### src/rtl/fifo_rd_stream.sv
// rtl/fifo_rd_stream.sv - FIFO read adapter: reframes 18-bit words into a 16-bit SOF/EOF valid/ready stream.
// Optional statistics outputs are enabled by defining FIFO_RD_STREAM_STATS_EN.
module fifo_rd_stream #(
  parameter int DATA_WIDTH = 18,
  parameter int BUF_DEPTH  = 2
) (
  input  logic                  clk,
  input  logic                  rst_n,
  input  logic [DATA_WIDTH-1:0] fifo_q,
  input  logic                  fifo_empty,
  output logic                  fifo_rden,
  output logic [15:0]           out_data,
  output logic                  out_sof,
  output logic                  out_eof,
  output logic                  out_valid,
  input  logic                  out_ready,
  output logic                  err_sof
`ifdef FIFO_RD_STREAM_STATS_EN
  ,
  output logic [31:0]           stat_frames,
  output logic [15:0]           stat_drops
`endif
);

  typedef enum logic {HUNT, FRAME} state_t;

  localparam logic [1:0] FULL = 2'(BUF_DEPTH);

  state_t      state, state_nxt;
  logic        inflight;
  logic [1:0]  occ, occ_nxt;
  logic [1:0]  credits;
  logic        push, pop, push_err, drop;
  logic        load_head, load_tail, tail_to_head;
  logic        w_sof, w_eof;
  logic [15:0] w_data;
  logic [15:0] t_data;
  logic        t_sof, t_eof, t_err;

  assign w_sof   = fifo_q[DATA_WIDTH-1];
  assign w_eof   = fifo_q[DATA_WIDTH-2];
  assign w_data  = fifo_q[15:0];
  assign out_valid = (occ != 2'd0);
  assign pop     = out_valid && out_ready;
  assign credits = occ + {1'b0, inflight};

  // A read may reuse the credit freed by a pop in the same cycle.
  assign fifo_rden = rst_n && !fifo_empty &&
                     ((credits < FULL) || (credits == FULL && pop));

  always_comb begin
    state_nxt = state;
    push      = 1'b0;
    push_err  = 1'b0;
    drop      = 1'b0;
    if (inflight) begin
      if (state == HUNT && !w_sof) begin
        drop = 1'b1;
      end else begin
        push      = 1'b1;
        push_err  = (state == FRAME) && w_sof;
        state_nxt = w_eof ? HUNT : FRAME;
      end
    end
  end

  always_comb begin
    load_head    = 1'b0;
    load_tail    = 1'b0;
    tail_to_head = 1'b0;
    occ_nxt      = occ;
    case ({push, pop})
      2'b10: begin
        if (occ == 2'd0) load_head = 1'b1;
        else             load_tail = 1'b1;
        occ_nxt = occ + 2'd1;
      end
      2'b01: begin
        if (occ == 2'd2) tail_to_head = 1'b1;
        occ_nxt = occ - 2'd1;
      end
      2'b11: begin
        if (occ == 2'd1) begin
          load_head = 1'b1;
        end else begin
          tail_to_head = 1'b1;
          load_tail    = 1'b1;
        end
      end
      default: ;
    endcase
  end

  always_ff @(posedge clk or negedge rst_n) begin
    if (!rst_n) begin
      state    <= HUNT;
      inflight <= 1'b0;
      occ      <= 2'd0;
      out_data <= 16'd0;
      out_sof  <= 1'b0;
      out_eof  <= 1'b0;
      err_sof  <= 1'b0;
      t_data   <= 16'd0;
      t_sof    <= 1'b0;
      t_eof    <= 1'b0;
      t_err    <= 1'b0;
    end else begin
      state    <= state_nxt;
      inflight <= fifo_rden;
      occ      <= occ_nxt;
      err_sof  <= 1'b0;
      // err_sof pulses when the offending word first appears at the head.
      if (load_head) begin
        out_data <= w_data;
        out_sof  <= w_sof;
        out_eof  <= w_eof;
        err_sof  <= push_err;
      end else if (tail_to_head) begin
        out_data <= t_data;
        out_sof  <= t_sof;
        out_eof  <= t_eof;
        err_sof  <= t_err;
      end
      if (load_tail) begin
        t_data <= w_data;
        t_sof  <= w_sof;
        t_eof  <= w_eof;
        t_err  <= push_err;
      end
    end
  end

`ifdef FIFO_RD_STREAM_STATS_EN
  always_ff @(posedge clk or negedge rst_n) begin
    if (!rst_n) begin
      stat_frames <= 32'd0;
      stat_drops  <= 16'd0;
    end else begin
      if (pop && out_eof)
        stat_frames <= stat_frames + 32'd1;
      if (drop && stat_drops != 16'hFFFF)
        stat_drops <= stat_drops + 16'd1;
    end
  end
`endif

endmodule

### config.mk
export PLATFORM = sky130hd
export DESIGN_NAME = fifo_rd_stream
export DESIGN_NICKNAME = d
export VERILOG_FILES = /design/src/rtl/fifo_rd_stream.sv
export SDC_FILE = /design/constraint.sdc
export NUM_CORES = 1
export LEC_CHECK = 0
export BUFFER_PORTS_ARGS = -buffer_cell sky130_fd_sc_hd__buf_2
export CORE_UTILIZATION = 47
export CTS_CLUSTER_DIAMETER = 150
export DETAILED_ROUTE_END_ITERATION = 8
export PLACE_DENSITY = 0.74
export SYNTH_ARGS = -nofsm -noshare
export SYNTH_HDL_FRONTEND = slang
export SYNTH_SLANG_ARGS = --single-unit
### constraint.sdc
create_clock -name clk -period 5.7 [get_ports clk]
set_input_delay 0.285 -clock clk [delete_from_list [all_inputs] [get_ports clk]]
set_output_delay 0.285 -clock clk [all_outputs]
set_load 0.01 [all_outputs]
==> metrics.md, run 1 <==
| Metric | Value |
|---|---|
| Initial antenna violation count | 0 |
| Initial DRC Count | 97 |
| Ranking of synthesized cells by area | dfrtp_1 50%, mux2_2 9.7%, o2111ai_1 7.5% |
| Status | completed |
| Tmin final | 3.42 ns |
| Worst Path Required | around 5.8 ns |
| Number of remaining DRC errors | 0 |
| Sum Neg Setup Slack | 0 ns |
| Hold Crit Class | input port to asynchronous set/reset pin |
| Synth async-reset ratio | 100% |
| Die X | 68.8 um |
| Pwr/cell area | between 400 and 500 nW/um^2 |
| Post-CTS Setup Bufs | 0 |
| Tot GR Track Use | 20.5% |
| Num CTS Buffers | 5 |
| WHS | 0.0402 ns |
| R2R Path End | out_data[13] |
| Worst Reg2Reg Path Length in Cells | 8 |
| Synth Cell Area | 2090 sq um |
| CP max stage cell | o21a_1 |
| First-pass detailed-route iteration total | 4 |
| Setup Skew | ~0.0092 ns |
| Port Buffer Count | 42 |
| Pins Over Slew Limit | 0 |
| Fin crit share | about three fifths |
| Fraction of layout cells with a size suffix above 1 | 38.5% |
| Resized cells post-CTS | 0 |
| R2R setup slack | 2.28 ns |
| Buf/Inv on CP | 2 |
| Synth area leader | dfrtp_1 |
| Routed Antenna Nets | 0 |
| Syn_area_per_cell | ~12 sq um |
| Clock power share | approximately a fifth |
| Post-synth EDFFs | 0 |
| Clk Latency, worst-skew pair | approximately 0.30 ns |
| Wirelength per Cell | 15.4 um |
| Area share of the largest cell type after synthesis | 50.2% |
| Die Y-Extent | ~69 um |
| Combinational share of power | a little under two fifths |
| Post-Route WL | roughly 4.1 mm |
| Core ar. | 4140 sq um |
| # diodes | 0 |
| Least-Margin Pin Slew | 0.853 ns |
| Count leader, synth | dfrtp_1 |
| NetSw | 0.408 mW |
| Leakage | about 1.1 nW |
| Final Hold Viols | 0 |
| Most frequent cells after synthesis | 42 x dfrtp_1, 37 x nand2_1, 18 x mux2_2, 18 x o2111ai_1, 10 x o211ai_2 |
| Max clock buf depth | 2 |
| Cell variety after synth | 27 |
| RSZ-0062 raised after global routing | false |
| Synth Instances | 181 |
| Slew HR | 43.2% |
| Register clock-pin slew on the reported worst setup and hold paths | around 0.080 ns |
| Critical Path Start Type | flip-flop |
| Crit end category | flip-flop |
| Initial Util | 50.5% |
| Reg power frac | 43.0% |
| Int Pwr | 0.773 mW |
| RR Startpoint | occ[0] |
| Max-cap viol count | 0 |
| Critical Path AT | 3.56 ns |
| Die Area | 4730 sq um |
| CP top delay family | compound AO/OA/AOI/OAI gates |
| Crit Path Class | flip-flop to flip-flop |
| Global-route wire length before repair | 6.98 mm |
| Yosys warnings | 0 |
| Via count | approximately 1400 |
| CTS Hold Bufs | 0 |
| Achievable Freq | between 0.2 and 0.3 GHz |
| Post-Synthesis Net Count | 210 |
| Endpoints failing setup | 0 |
| Pin count of the biggest net entering global routing | 44 |
| GR Overflow Total | 0 |
| Crit Path Max Fanout | 21 |
| Vias in the first global route | 1490 |
| Area Overhead vs Synth | 14.6% |
| Seq/Total Area, Yosys | 50.2% |
| Crit-path max cell delay | 0.76 ns |
| Nets | 246 |
| Max VDD drop | 0.276 mV |
| FF+latch count, synth | 42 |
| # rows | 23 |
| Via-per-instance ratio | roughly 5.4 |
| Clock root buffer | clkbuf_8 |
| I/O pin count | 43 |
| Htree depth | 2 |
| CP cell instances | inv_1, ha_1, nand2b_1, inv_1, ha_1, and2_1, o21a_1, o211ai_1 |
| Top FF cell, synth | dfrtp_1 |
| Total clock sinks | 42 |
| CTS tree | done |
| Placer Congestion | around 0.76 |
| Detail Placement HPWL | 2.66 mm |
| Sw frac | 34.6% |
[cell families (layout without fill, tap and decap cells)]
group	Yosys count	count (layout)	share of synthesized area, %
AO/OA/AOI/OAI	46	46	19.9
XOR/XNOR	3	3	1.25
multiplexers	19	19	10.2
AND/OR/NAND/NOR	43	43	8.72
adder cells (fa/ha/maj)	7	7	4.18
flip-flops	42	42	50.2
buffers and inverters	21	58	5.61
[metal layers]
| layer | up-vias | part of all wire, % | track usage, % |
|---|---|---|---|
| met1 | 690 | 48 | 25.5 |
| met4 | 0 | 1.6 | 10.5 |
| met3 | 7 | 3.4 | 5.76 |
| li1 | 726 | - | - |
| met5 | - | 0 | 0 |
| met2 | 25 | 47 | 32.6 |
[registers in the layout, summed over array words and instances, names as in the netlist]
| name | count |
|---|---|
| t_sof | 1 |
| t_eof | 1 |
| out_eof | 1 |
| out_sof | 1 |
| t_err | 1 |
| t_data | 16 |
| err_sof | 1 |
| occ | 2 |
| state | 1 |
| out_data | 16 |
| inflight | 1 |
[through the flow]
stage	setup WS (ns)	area (sq um)	power, mW	cells	util (%)
finish	2.28	2400	1.18	268	57.9
global route	1.99	2400	1.27	268	57.9
CTS	2.26	2400	1.19	268	57.9
detailed placement	2.32	2290	0.956	260	55.3
global placement	2.45	2290	0.944	260	55.3
floorplan	3.29	2090	0.829	181	-
[layout make-up]
type / count / area (sq um)
well taps: 50 / 62.6
multi-input cells: 118 / 931
clock buffers: 5 / 68.8
inverters: 6 / 22.5
clock inverters: 3 / 40.0
repair buffers: 44 / 225
flip-flops and latches: 42 / 1050
fillers: 365 / 1740
[cell usage in the layout (no fill, tap or decap), types with 2 or more instances in the layout]
cell type	n
a21oi_1	2
buf_2	42
buf_4	2
clkbuf_8	5
clkinv_2	2
dfrtp_1	42
ha_1	7
inv_1	6
mux2_2	18
nand2_1	37
o2111ai_1	18
o211ai_1	8
o211ai_2	10
o21ai_0	3
xnor2_1	2
[power groups by stage]
stage	combinational [mW]	clock [mW]	sequential [mW]
CTS	0.448	0.237	0.508
detailed placement	0.444	0	0.512
global route	0.493	0.254	0.527
finish	0.439	0.234	0.508
global placement	0.433	0	0.511
floorplan	0.303	0	0.526
[worst max path at each step]
stage,end,slack (ns),depth (start not counted),start
floorplan,t_data[10],3.29,11,occ[0]
global placement,out_data[12],2.45,8,occ[0]
detailed placement,out_data[14],2.32,8,occ[0]
CTS,out_data[13],2.26,8,occ[0]
global route,out_data[0],1.99,8,occ[0]
finish,out_data[13],2.28,8,occ[0]
Note: power is estimated with default switching activity, not from simulation.
==> run 2: changes to the inputs <==
==> constraint.sdc (replaced) <==
create_clock -name clk -period 3.4 [get_ports clk]
set_input_delay 0.17 -clock clk [delete_from_list [all_inputs] [get_ports clk]]
set_output_delay 0.17 -clock clk [all_outputs]
set_load 0.01 [all_outputs]
==> metrics.md, run 2 (synthesis results as in run 1) <==
| Metric | Value |
|---|---|
| # diodes | 0 (unchanged) |
| Status | completed |
| Slew HR | 54.2% (+11 points) |
| Die X | 68.8 um (unchanged) |
| Fin crit share | 79.3% (+19 points) |
| Leakage | 1.16 nW (+2.1%) |
| WHS | 0.0900 ns (+0.0498 ns) |
| Initial DRC Count | 95 (-2.1%) |
| R2R Path End | out_data[6] |
| Number of remaining DRC errors | 0 (unchanged) |
| Die Area | 4730 sq um (unchanged) |
| Htree depth | 2 (unchanged) |
| Core ar. | 4140 sq um (unchanged) |
| Regs by FF count | out_data x16, t_data x16, occ x2 |
| Post-Route WL | 4.28 mm (+3.7%) |
| Hold Crit Start | fifo_q[5] |
| RR Startpoint | occ[0] |
| Final WS setup | 0.703 ns (-1.58 ns) |
| Routed Antenna Nets | 0 (unchanged) |
| CP max stage cell | nor2b_4 |
| Total clock sinks | 42 (unchanged) |
| Worst Path Required | 3.57 ns (-2.27 ns) |
| Critical Path Start Type | flip-flop |
| Least-Margin Pin Slew | 0.687 ns (-0.165 ns) |
| Register clock-pin slew on the reported worst setup and hold paths | 0.08 ns (about the same) |
| CTS tree | done |
| Vias in the first global route | 1508 (+1.2%) |
| Crit Path Max Fanout | 20 (-4.8%) |
| Achievable Freq | 0.371 GHz (+27%) |
| Tmin final | 2.70 ns (-0.721 ns) |
| Detail Placement HPWL | 2.84 mm (+6.9%) |
| R2R setup slack | 0.70 ns (-1.58 ns) |
| Worst Reg2Reg Path Length in Cells | 9 (+1) |
| Max-cap viol count | 0 (unchanged) |
| Num CTS Buffers | 5 (unchanged) |
| Dpl ws | 0.696 ns (-1.63 ns) |
| CP Launch Point | occ[0] |
| GR Overflow Total | 0 (unchanged) |
| Crit Path Class | flip-flop to flip-flop |
| Endpoints failing setup | 0 (unchanged) |
| Critical Path AT | 2.87 ns (-0.69 ns) |
| Final core utilization | 59.0% (+1.1 points) |
| Setup Skew | 0.0132 ns (+0.00402 ns) |
| Pins Over Slew Limit | 0 (unchanged) |
| Placer Congestion | 0.771 (+0.77%) |
| Area Overhead vs Synth | 16.7% |
| Crit end category | flip-flop |
| Sum Neg Setup Slack | 0 ns (unchanged) |
| Crit-path max cell delay | 0.48 ns (-0.28 ns) |
| Port Buffer Count | 42 (unchanged) |
| Die Y-Extent | 68.8 um (unchanged) |
| CP cell instances | inv_1, ha_1, nand2b_1, inv_1, ha_1, nor2b_4, o21a_1, buf_4, o211ai_2 |
| # rows | 23 (unchanged) |
| Via-per-instance ratio | 5.54 (+2.6%) |
| Wirelength per Cell | 15.7 um (+2.1%) |
| Pin count of the biggest net entering global routing | 44 (unchanged) |
| Final Hold Viols | 0 (unchanged) |
| Nets | 251 (+2.0%) |
| Via count | 1508 (+4.1%) |
| Max VDD drop | 0.503 mV (+82%) |
| Global-route wire length before repair | 7.22 mm (+3.6%) |
| Fraction of layout cells with a size suffix above 1 | 39.2% (+0.66 points) |
| Hold Crit Class | input port to flip-flop |
| Initial antenna violation count | 0 (unchanged) |
| Initial Util | 50.5% (unchanged) |
| I/O pin count | 43 (unchanged) |
| First-pass detailed-route iteration total | 4 (unchanged) |
| Tot GR Track Use | 21.5% (+0.93 points) |
| Worst Hold Path Cells | 3 |
| Max clock buf depth | 2 (unchanged) |
| Clk Latency, worst-skew pair | 0.30 ns (about the same) |
| RSZ-0062 raised after global routing | false |
| Clock root buffer | clkbuf_8 |
| Overall Power | 2.01 mW (+71%) |
| Pwr/cell area | 824 nW/um^2 (+68%) |
| Hold EP | out_data[5] |
| Leading cell types in the layout, fill and taps excluded | 42 x dfrtp_1, 42 x buf_2, 37 x nand2_1 |
[run 2: worst max path at each step]
stage	slack (ns)	endpoint
3_5_place_dp	0.70	out_eof
2_1_floorplan	0.99	t_data[10]
6_report	0.70	out_data[6]
4_1_cts	0.66	out_data[6]
5_1_grt	0.45	out_data[4]
3_3_place_gp	0.81	out_data[8]
[run 2: per-stage QoR]
step / cell area, sq um / instances
finish: 2440 / 272
global route: 2440 / 272
CTS: 2440 / 272
detailed placement: 2320 / 264
global placement: 2320 / 264
floorplan: 2090 / 181
[run 2: where the power goes]
part,total (mW),internal (mW),switching (mW)
combinational,0.760,0.364,0.396
clock,0.405,0.235,0.170
sequential,0.850,0.728,0.121
[run 2: area by class of cell]
cell class              instances  area [sq um]
clock buffers                   6          82.6
clock inverters                 1          30.0
fillers                       350          1700
inverters                       6          22.5
multi-input cells             118           931
flip-flops and latches         42          1050
well taps                      50          62.6
repair buffers                 49           265
[run 2: what timing repair did]
item | 4_1_cts | 5_1_grt
setup buffers | 0 | 0
resized for setup | 0 | 0
endpoints found under the hold margin | 42 | 0
hold buffers | 1 | 0
[run 2: routing by layer]
metal	global-route usage (%)	wire length, um	up-vias
li1	-	-	740
met1	28.6	2010	730
met2	32.7	2020	31
met3	5.59	168	7
met4	9.69	83	0
met5	0	0	-
[run 2: critical path: cells and delay by family (launching register included)]
family / cells / cell delay [ns]
compound gates: 2 / 0.57
fa+ha+maj: 2 / 0.46
buf+inv: 3 / 0.46
flops: 1 / 0.41
simple gates: 2 / 0.67
